`config.mk`:
```
export PLATFORM = sky130hd
export DESIGN_NAME = servant_uart_loader
export DESIGN_NICKNAME = d
export VERILOG_FILES = /design/src/rtl/servant_uart_rx.sv /design/src/rtl/servant_uart_loader.sv
export SDC_FILE = /design/constraint.sdc
export NUM_CORES = 1
export LEC_CHECK = 0
export CAP_MARGIN = 20
export CELL_PAD_IN_SITES_DETAIL_PLACEMENT = 1
export CELL_PAD_IN_SITES_GLOBAL_PLACEMENT = 2
export CORE_UTILIZATION = 42
export DETAILED_ROUTE_END_ITERATION = 7
export GPL_TIMING_DRIVEN = 0
export PLACE_DENSITY_LB_ADDON = 0.1
export SYNTH_ARGS = -nofsm -noshare
export SYNTH_HDL_FRONTEND = slang
export SYNTH_SLANG_ARGS = --single-unit
export TNS_END_PERCENT = 10
```
`constraint.sdc`:
```
create_clock -name i_clk -period 8.35 [get_ports i_clk]
set_clock_uncertainty 0.15 [all_clocks]
set_input_delay 2.505 -clock i_clk [delete_from_list [all_inputs] [get_ports i_clk]]
set_output_delay 2.505 -clock i_clk [all_outputs]
set_load 0.03 [all_outputs]
```
`src/rtl/servant_uart_rx.sv`:
```
// 8N1 UART receiver: 2-flop synchronizer, half-bit start check, LSB-first data, stop-bit framing check.
// Emits a one-cycle byte_valid with the received byte, or a one-cycle frame_err.
module servant_uart_rx #(
  parameter int CLK_DIV = 139
) (
  input  logic       i_clk,
  input  logic       i_rst_n,
  input  logic       i_rx,
  output logic       byte_valid,
  output logic [7:0] rx_byte,
  output logic       frame_err
);

  localparam int TW = $clog2(CLK_DIV);

  localparam logic [1:0] RX_IDLE  = 2'd0;
  localparam logic [1:0] RX_START = 2'd1;
  localparam logic [1:0] RX_DATA  = 2'd2;
  localparam logic [1:0] RX_STOP  = 2'd3;

  logic [1:0]    state;
  logic          rx_s1, rx_s2;
  logic [TW-1:0] timer;
  logic [2:0]    bit_cnt;
  logic [7:0]    shreg;

  assign rx_byte = shreg;

  // Start detection costs one cycle, so the half-bit timer is loaded two short.
  always_ff @(posedge i_clk or negedge i_rst_n) begin
    if (!i_rst_n) begin
      state      <= RX_IDLE;
      rx_s1      <= 1'b1;
      rx_s2      <= 1'b1;
      timer      <= '0;
      bit_cnt    <= '0;
      shreg      <= '0;
      byte_valid <= 1'b0;
      frame_err  <= 1'b0;
    end else begin
      rx_s1      <= i_rx;
      rx_s2      <= rx_s1;
      byte_valid <= 1'b0;
      frame_err  <= 1'b0;
      case (state)
        RX_IDLE: begin
          if (!rx_s2) begin
            state <= RX_START;
            timer <= TW'(CLK_DIV / 2 - 2);
          end
        end
        RX_START: begin
          if (timer == '0) begin
            if (rx_s2) begin
              state <= RX_IDLE;
            end else begin
              state   <= RX_DATA;
              timer   <= TW'(CLK_DIV - 1);
              bit_cnt <= '0;
            end
          end else begin
            timer <= timer - 1'b1;
          end
        end
        RX_DATA: begin
          if (timer == '0) begin
            shreg <= {rx_s2, shreg[7:1]};
            timer <= TW'(CLK_DIV - 1);
            if (bit_cnt == 3'd7) state <= RX_STOP;
            else bit_cnt <= bit_cnt + 3'd1;
          end else begin
            timer <= timer - 1'b1;
          end
        end
        default: begin
          if (timer == '0) begin
            state <= RX_IDLE;
            if (rx_s2) byte_valid <= 1'b1;
            else frame_err <= 1'b1;
          end else begin
            timer <= timer - 1'b1;
          end
        end
      endcase
    end
  end

endmodule

```
`src/rtl/servant_uart_loader.sv`:
```
// Serial boot loader: receives a length-prefixed image over UART and writes it to RAM as a
// Wishbone initiator, holding the CPU in reset until the whole image is written.
//
// state    | meaning
// ---------+--------------------------------------------------------------
// ST_HDR   | collecting the 4-byte little-endian word count N
// ST_DATA  | collecting 4 bytes of the next data word
// ST_WRITE | Wishbone write in flight, waiting for ack
// ST_DONE  | image written, CPU released, UART ignored
// ST_ERR   | framing error or overflow, CPU held, exit only by reset
module servant_uart_loader #(
  parameter int          CLK_DIV = 139,
  parameter logic [31:0] BASE    = 32'h0000_0000
) (
  input  logic        i_clk,
  input  logic        i_rst_n,
  input  logic        i_rx,
  output logic [31:0] o_wb_adr,
  output logic [31:0] o_wb_dat,
  output logic [3:0]  o_wb_sel,
  output logic        o_wb_we,
  output logic        o_wb_cyc,
  input  logic        i_wb_ack,
  output logic        o_cpu_rst,
  output logic        o_done,
  output logic        o_err
);

  localparam logic [2:0] ST_HDR   = 3'd0;
  localparam logic [2:0] ST_DATA  = 3'd1;
  localparam logic [2:0] ST_WRITE = 3'd2;
  localparam logic [2:0] ST_DONE  = 3'd3;
  localparam logic [2:0] ST_ERR   = 3'd4;

  logic        byte_valid, frame_err;
  logic [7:0]  rx_byte;
  logic [2:0]  state;
  logic [1:0]  byte_cnt;
  logic [31:0] n_word, idx, shift_q;
  logic [31:0] n_next, word_next, idx_inc;

  servant_uart_rx #(.CLK_DIV(CLK_DIV)) u_rx (
    .i_clk      (i_clk),
    .i_rst_n    (i_rst_n),
    .i_rx       (i_rx),
    .byte_valid (byte_valid),
    .rx_byte    (rx_byte),
    .frame_err  (frame_err)
  );

  assign n_next    = {rx_byte, n_word[31:8]};
  assign word_next = {rx_byte, shift_q[31:8]};
  assign idx_inc   = idx + 32'd1;
  assign o_wb_we   = o_wb_cyc;

  always_ff @(posedge i_clk or negedge i_rst_n) begin
    if (!i_rst_n) begin
      state     <= ST_HDR;
      byte_cnt  <= '0;
      n_word    <= '0;
      idx       <= '0;
      shift_q   <= '0;
      o_wb_adr  <= '0;
      o_wb_dat  <= '0;
      o_wb_sel  <= '0;
      o_wb_cyc  <= 1'b0;
      o_cpu_rst <= 1'b1;
      o_done    <= 1'b0;
      o_err     <= 1'b0;
    end else begin
      case (state)
        ST_HDR: begin
          if (frame_err) begin
            state <= ST_ERR;
            o_err <= 1'b1;
          end else if (byte_valid) begin
            n_word   <= n_next;
            byte_cnt <= byte_cnt + 2'd1;
            if (byte_cnt == 2'd3) begin
              if (n_next == '0) begin
                state     <= ST_DONE;
                o_done    <= 1'b1;
                o_cpu_rst <= 1'b0;
              end else begin
                state <= ST_DATA;
              end
            end
          end
        end
        ST_DATA: begin
          if (frame_err) begin
            state <= ST_ERR;
            o_err <= 1'b1;
          end else if (byte_valid) begin
            shift_q  <= word_next;
            byte_cnt <= byte_cnt + 2'd1;
            if (byte_cnt == 2'd3) begin
              state    <= ST_WRITE;
              o_wb_dat <= word_next;
              o_wb_adr <= BASE + {idx[29:0], 2'b00};
              o_wb_sel <= 4'hF;
              o_wb_cyc <= 1'b1;
            end
          end
        end
        ST_WRITE: begin
          // A new byte arriving before the ack means the sender outran the bus: abandon the cycle.
          if (frame_err || byte_valid) begin
            state    <= ST_ERR;
            o_err    <= 1'b1;
            o_wb_cyc <= 1'b0;
            o_wb_sel <= '0;
          end else if (i_wb_ack) begin
            o_wb_cyc <= 1'b0;
            o_wb_sel <= '0;
            idx      <= idx_inc;
            if (idx_inc == n_word) begin
              state     <= ST_DONE;
              o_done    <= 1'b1;
              o_cpu_rst <= 1'b0;
            end else begin
              state <= ST_DATA;
            end
          end
        end
        ST_DONE: ;
        ST_ERR: ;
        default: state <= ST_ERR;
      endcase
    end
  end

endmodule

```
---- Word level (Yosys, flattened, before mapping) ----
Cells that the tools add are included.
operators by class
  add/sub/neg operators ................... 4
  $mul .................................... 0
  div/mod/pow operators ................... 0
  $lt $le $gt $ge ......................... 0
  equal/unequal tests ..................... 34
  shifts and indexed selects .............. 0
  multiplexer cells ....................... 66
  bitwise logic cells ..................... 3
  reductions and logical operators ........ 26
operators with widths
  operator                                                                 number
  8-bit 2-to-1 mux                                                         5
  3-bit 2-to-1 mux                                                         12
  32-bit by 1-bit adder with 32-bit output, second input constant          1
  32-bit == test                                                           1
  32-bit zero test                                                         1
  1-bit 2-to-1 mux                                                         27
  2-bit inequality test, second input constant                             12
  8-bit one-hot mux with 3 select lines                                    1
  4-bit 2-to-1 mux                                                         5
  3-bit AND reduction                                                      6
  2-bit 2-to-1 mux                                                         8
  5-bit AND reduction                                                      3
  2-bit by 1-bit inequality test with 1-bit output, second input constant  6
  3-bit one-hot mux with 4 select lines                                    1
  2-bit nonzero test                                                       5
  8-bit zero test                                                          1
  1-bit one-hot mux with 2 select lines                                    4
  4-bit one-hot mux with 2 select lines                                    1
  8-bit AND reduction                                                      1
  8-bit by 1-bit subtractor with 8-bit output, second input constant       1
  3-bit by 2-bit == test with 1-bit output, second input constant          2
  3-bit == test, second input constant                                     2
  3-bit by 1-bit inequality test with 1-bit output, second input constant  2
  3-bit by 2-bit inequality test with 1-bit output, second input constant  2
  18 further kinds                                                         23
storage, ports and cells
  bits in registers ....................... 196
  latch bits .............................. 0
  bits in writable memories ............... 0
  memory bits (read-only) ................. 0
  input bits .............................. 4
  output and inout port bits .............. 73
  word-level logic and storage cells ...... 153
  memories kept ........................... 0

---- Depth between registers and ports, before layout ----
  word-level depth ........................ 6
  gate-level depth with buffers ........... 9

---- Cells and area by module ----
A second synthesis with hierarchy kept.
second synthesis, totals
  cells, all modules ...................... 886
  area total of the unflattened synthesis .. 8932.3 um2
by module, submodules not included
  module               instances  cells an instance  area an instance (um2)
  servant_uart_loader  1          748                7500.9
  servant_uart_rx      1          138                1431.4

---- Worst setup path after synthesis ----
Ideal clock, no wire load.
  path type ............................... input port to flip-flop
  start point ............................. input port i_wb_ack
  end point ............................... register idx[31]
  setup time .............................. 0.079 ns
  arrival time ............................ 3.515 ns
  required time ........................... 8.121 ns
  setup slack ............................. 4.606 ns
  cell stages on the path ................. 4
  cell sequence ........................... nand2_1 > or4_1 > nor3_1 > xor2_1
on the way
  word-level cells in the longest chain between the ends .. 1
RTL lines
  item                                  RTL line                    RTL
  start: declaration                    servant_uart_loader.sv:23   input logic i_wb_ack,
  3-bit AND reduction (no source line)  n/a
  end signal: assignment                servant_uart_loader.sv:116  idx <= idx_inc;
  end: declaration                      servant_uart_loader.sv:39   logic [31:0] n_word, idx, shift_q;
Every way passes these cells.
A chain may end at the register's enable or synchronous reset.

---- Worst setup path after layout ----
  start point ............................. input port i_wb_ack
  end point ............................... register idx[28]
The elaborated chain is that of the path after synthesis.

==> results.py <==
metrics = {
    "cells_and_area": {
        "layout_common_cells": "dfrtp_1 (181), mux2_2 (122), clkdlybuf4s50_1 (73)",
        "n_antenna_cell": 0,
        "final_common_cell": "dfrtp_1",
        "layout.nets": 857,
        "fin_cells": 1126,
        "areaGrowthSynthToFinish_pct": 19.9,
        "final_layout_size_suffix_gt1_frac": 0.231,
    },
    "clock_tree": {
        "cts_buffer_depth": 2,
        "post_cts_resized": 0,
        "htree_levels": 4,
        "cts_tree": "done",
        "cts_hold_buf": 0,
        "cts_root_buffer": "clkbuf_16",
        "numCtsBuffers": 17,
        "cts.sinks": 184,
        "clock_latency_ns": 0.43,
        "cts.clk_slew.worst_paths_ns": 0.07,
        "post_cts_buffers": 0,
    },
    "grt": {
        "grt_max_degree": 111,
        "antenna_found_initial": 0,
        "busiest_layer": "met2",
        "met2_usage": 0.366,
        "grt_pass1_wl_mm": 36.4,
        "grt_usage": 0.215,
        "use_met1": 0.282,
        "grt_pass1_vias": 6704,
        "grt_overflow": 0,
        "gr-usage-met3": 0.0325,
    },
    "routing": {
        "num_vias": 6123,
        "via_per_inst": 5.44,
        "drtIter0Drc": 276,
        "wl_per_cell_um": 19.0,
        "drtPass1Iterations": 4,
        "routed_wl_mm": 21.4,
        "drtAntennaViolNets": 0,
        "drc": 0,
    },
    "floorplanning": {
        "die_x_um": 147,
        "die-area_um2": 21500,
        "rows": 52,
        "fp.coreArea_um2": 20400,
        "die_h_um": 147,
        "io_pins": 77,
        "start_util": 0.431,
    },
    "place": {
        "place_inst": 1094,
        "place_congestion": 0.824,
        "io_buffers": 74,
        "dp_slack_ns": 3.35,
        "place_hpwl_mm": 15.3,
    },
    "worst_setup_path": {
        "crit_chain": "clkdlybuf4s50_1 -> nand2_1 -> nor4_2 -> nand2_1 -> nor3_1 -> xnor2_1",
        "required_ns": 8.55,
        "r2r_end": "o_cpu_rst",
        "cpMaxStageDelayCell": "nor4_2",
        "worst_setup_path_start_kind": "primary input",
        "reg2reg_slack_ns": 4.73,
        "worst_ep_arrival_time_ns": 4.70,
        "r2r_cells": 9,
        "timing.rr.start": "idx[1]",
        "critPathMostFrequentCell": "nand2_1",
        "crit_path_max_incr_delay_ns": 0.74,
        "critPathCaptureType": "flip-flop",
        "path_class": "in -> reg",
        "crit_fanout": 5,
    },
    "timing": {
        "period_share": 0.539,
        "setup_viol": 0,
        "whs_ns": 0.206,
        "rsz0062_at_grt": "false",
        "max_freq_mhz": 222,
        "maxSlewViolCount": 0,
        "relSlewSlack": 0.417,
        "setup_slack_ns": 3.85,
        "fin_tns_setup_ns": 0,
        "finalHoldViolations": 0,
        "finalWorstPathRequiredPeriod_ns": 4.50,
        "worstMarginPinSlew_ns": 0.874,
    },
    "synth": {
        "ys_ff_latch": 184,
        "yosys_most_used_dff": "dfrtp_1",
        "syn_area_um2": 8770,
        "ys.warnings.count": 0,
        "yosysSeqAreaShare": 0.525,
        "avgSynthCellArea_um2": 11.7,
        "synthDistinctLibCells": 60,
        "synth_top_area_cell": "dfrtp_1",
        "syn_inst": 748,
        "async_flop_share": 1.00,
        "synth_top_cell_area_share": 0.516,
        "synth_edf_count": 0,
        "synth_area_leaders": "dfrtp_1 (52%), mux2_2 (16%), xnor2_1 (4.0%), xor2_1 (3.0%), nand2_1 (2.0%)",
    },
    "worst_hold_path": {
        "min_to": "u_rx.rx_s2",
        "hold_class": "reg -> reg",
        "hp-start": "u_rx.rx_s1",
        "hold_depth": 0,
    },
    "power": {
        "pwr-share-clk": 0.482,
        "p_comb_frac": 0.013,
        "sw_frac_of_total": 0.232,
        "cellLeakagePower_uw": 0.00498,
        "p_switching_uw": 410,
        "irDropWorstVdd_mv": 0.148,
        "power.density_nw_per_um2": 168,
        "intPower_uw": 1360,
        "power_frac_seq": 0.505,
    },
    "flow_run": {
        "maxCapViolCount": 0,
    },
    "status": {
        "status": "complete, no violations",
    },
}
[how the worst max path moves through the flow]
stage,from,end,slack (ns)
6_report,i_wb_ack,idx[28],3.85
5_1_grt,i_wb_ack,idx[28],3.72
4_1_cts,i_wb_ack,idx[28],3.81
3_5_place_dp,i_wb_ack,idx[28],3.35
3_3_place_gp,i_rst_n,u_rx.timer[2],-2.74
2_1_floorplan,i_wb_ack,idx[31],4.61
[power by group through the flow]
stage	Combinational [uW]	Clock, uW	Sequential [uW]
after CTS	24.0	879	892
after detailed placement	24.0	0	909
after global routing	26.5	913	892
final	22.4	852	892
after global placement	21.2	0	910
after floorplan	2.13	0	909
[Yosys cell counts, types with 2 or more instances]
master	n
o21a_1	2
a22o_1	3
nor3_1	19
nor4_2	3
nor4b_1	3
clkbuf_1	21
xor2_1	30
or2_2	4
or4_1	4
nand4_2	2
a221oi_1	2
o221ai_1	3
o21bai_1	2
a21oi_1	18
o22ai_1	3
or3_1	3
buf_1	4
a2111oi_0	2
and3_1	9
nand2b_1	8
mux2i_1	3
ha_1	10
nand2_1	46
nor2_1	30
a22oi_1	4
nand4_4	2
inv_1	18
mux2_2	122
and2_1	2
nor4_1	21
a31oi_1	6
buf_2	15
xnor2_1	40
buf_4	9
a211oi_1	4
nand4_1	15
nand3_1	22
dfstp_2	3
nor2b_1	3
dfrtp_1	181
o21ai_0	22
and4_1	7
[routing by layer]
layer,part of all wire,vias up
met5,0,-
met2,0.52,92
met3,0.026,25
met4,0.017,0
li1,-,2857
met1,0.44,3149
[registers in the layout, summed over array words and instances (netlist names), 8 cells and up]
| register | cells |
|---|---|
| o_wb_adr | 30 |
| u_rx.rx_byte | 8 |
| shift_q | 24 |
| u_rx.timer | 8 |
| n_word | 32 |
| idx | 32 |
| o_wb_dat | 32 |
[area by class of cell]
class                   count  area [um^2]
plain buffers              49          236
clock buffers              17          425
clock inverters            15          209
fillers                  2143         9840
inverters                  18         67.6
multi-input cells         498         3870
flip-flops and latches    184         4610
well taps                 270          338
repair buffers             75          773
[worst max-delay path: cells and delay by family]
| kind | cells | cell delay, ns |
|---|---|---|
| XOR/XNOR | 1 | 0.15 |
| AND/OR/NAND/NOR | 4 | 1.48 |
| buffers and inverters | 1 | 0.55 |
[stage by stage]
step                      instance area, um^2  power, uW  utilization
after floorplan                          8780        911            -
after CTS                               10500       1790        0.517
after global routing                    10500       1830        0.517
after global placement                   9860        931        0.484
after detailed placement                 9890        933        0.486
final                                   10500       1770        0.517
[logic make-up after synthesis]
family	synth area share
AND/OR/NAND/NOR	0.135
buffers and inverters	0.0346
flip-flops	0.525
adder cells (fa/ha/maj)	0.0143
multiplexers	0.160
XOR/XNOR	0.0699
AO/OA/AOI/OAI	0.0603
other	0.000427
No activity file was read; power rests on OpenSTA's default activity.
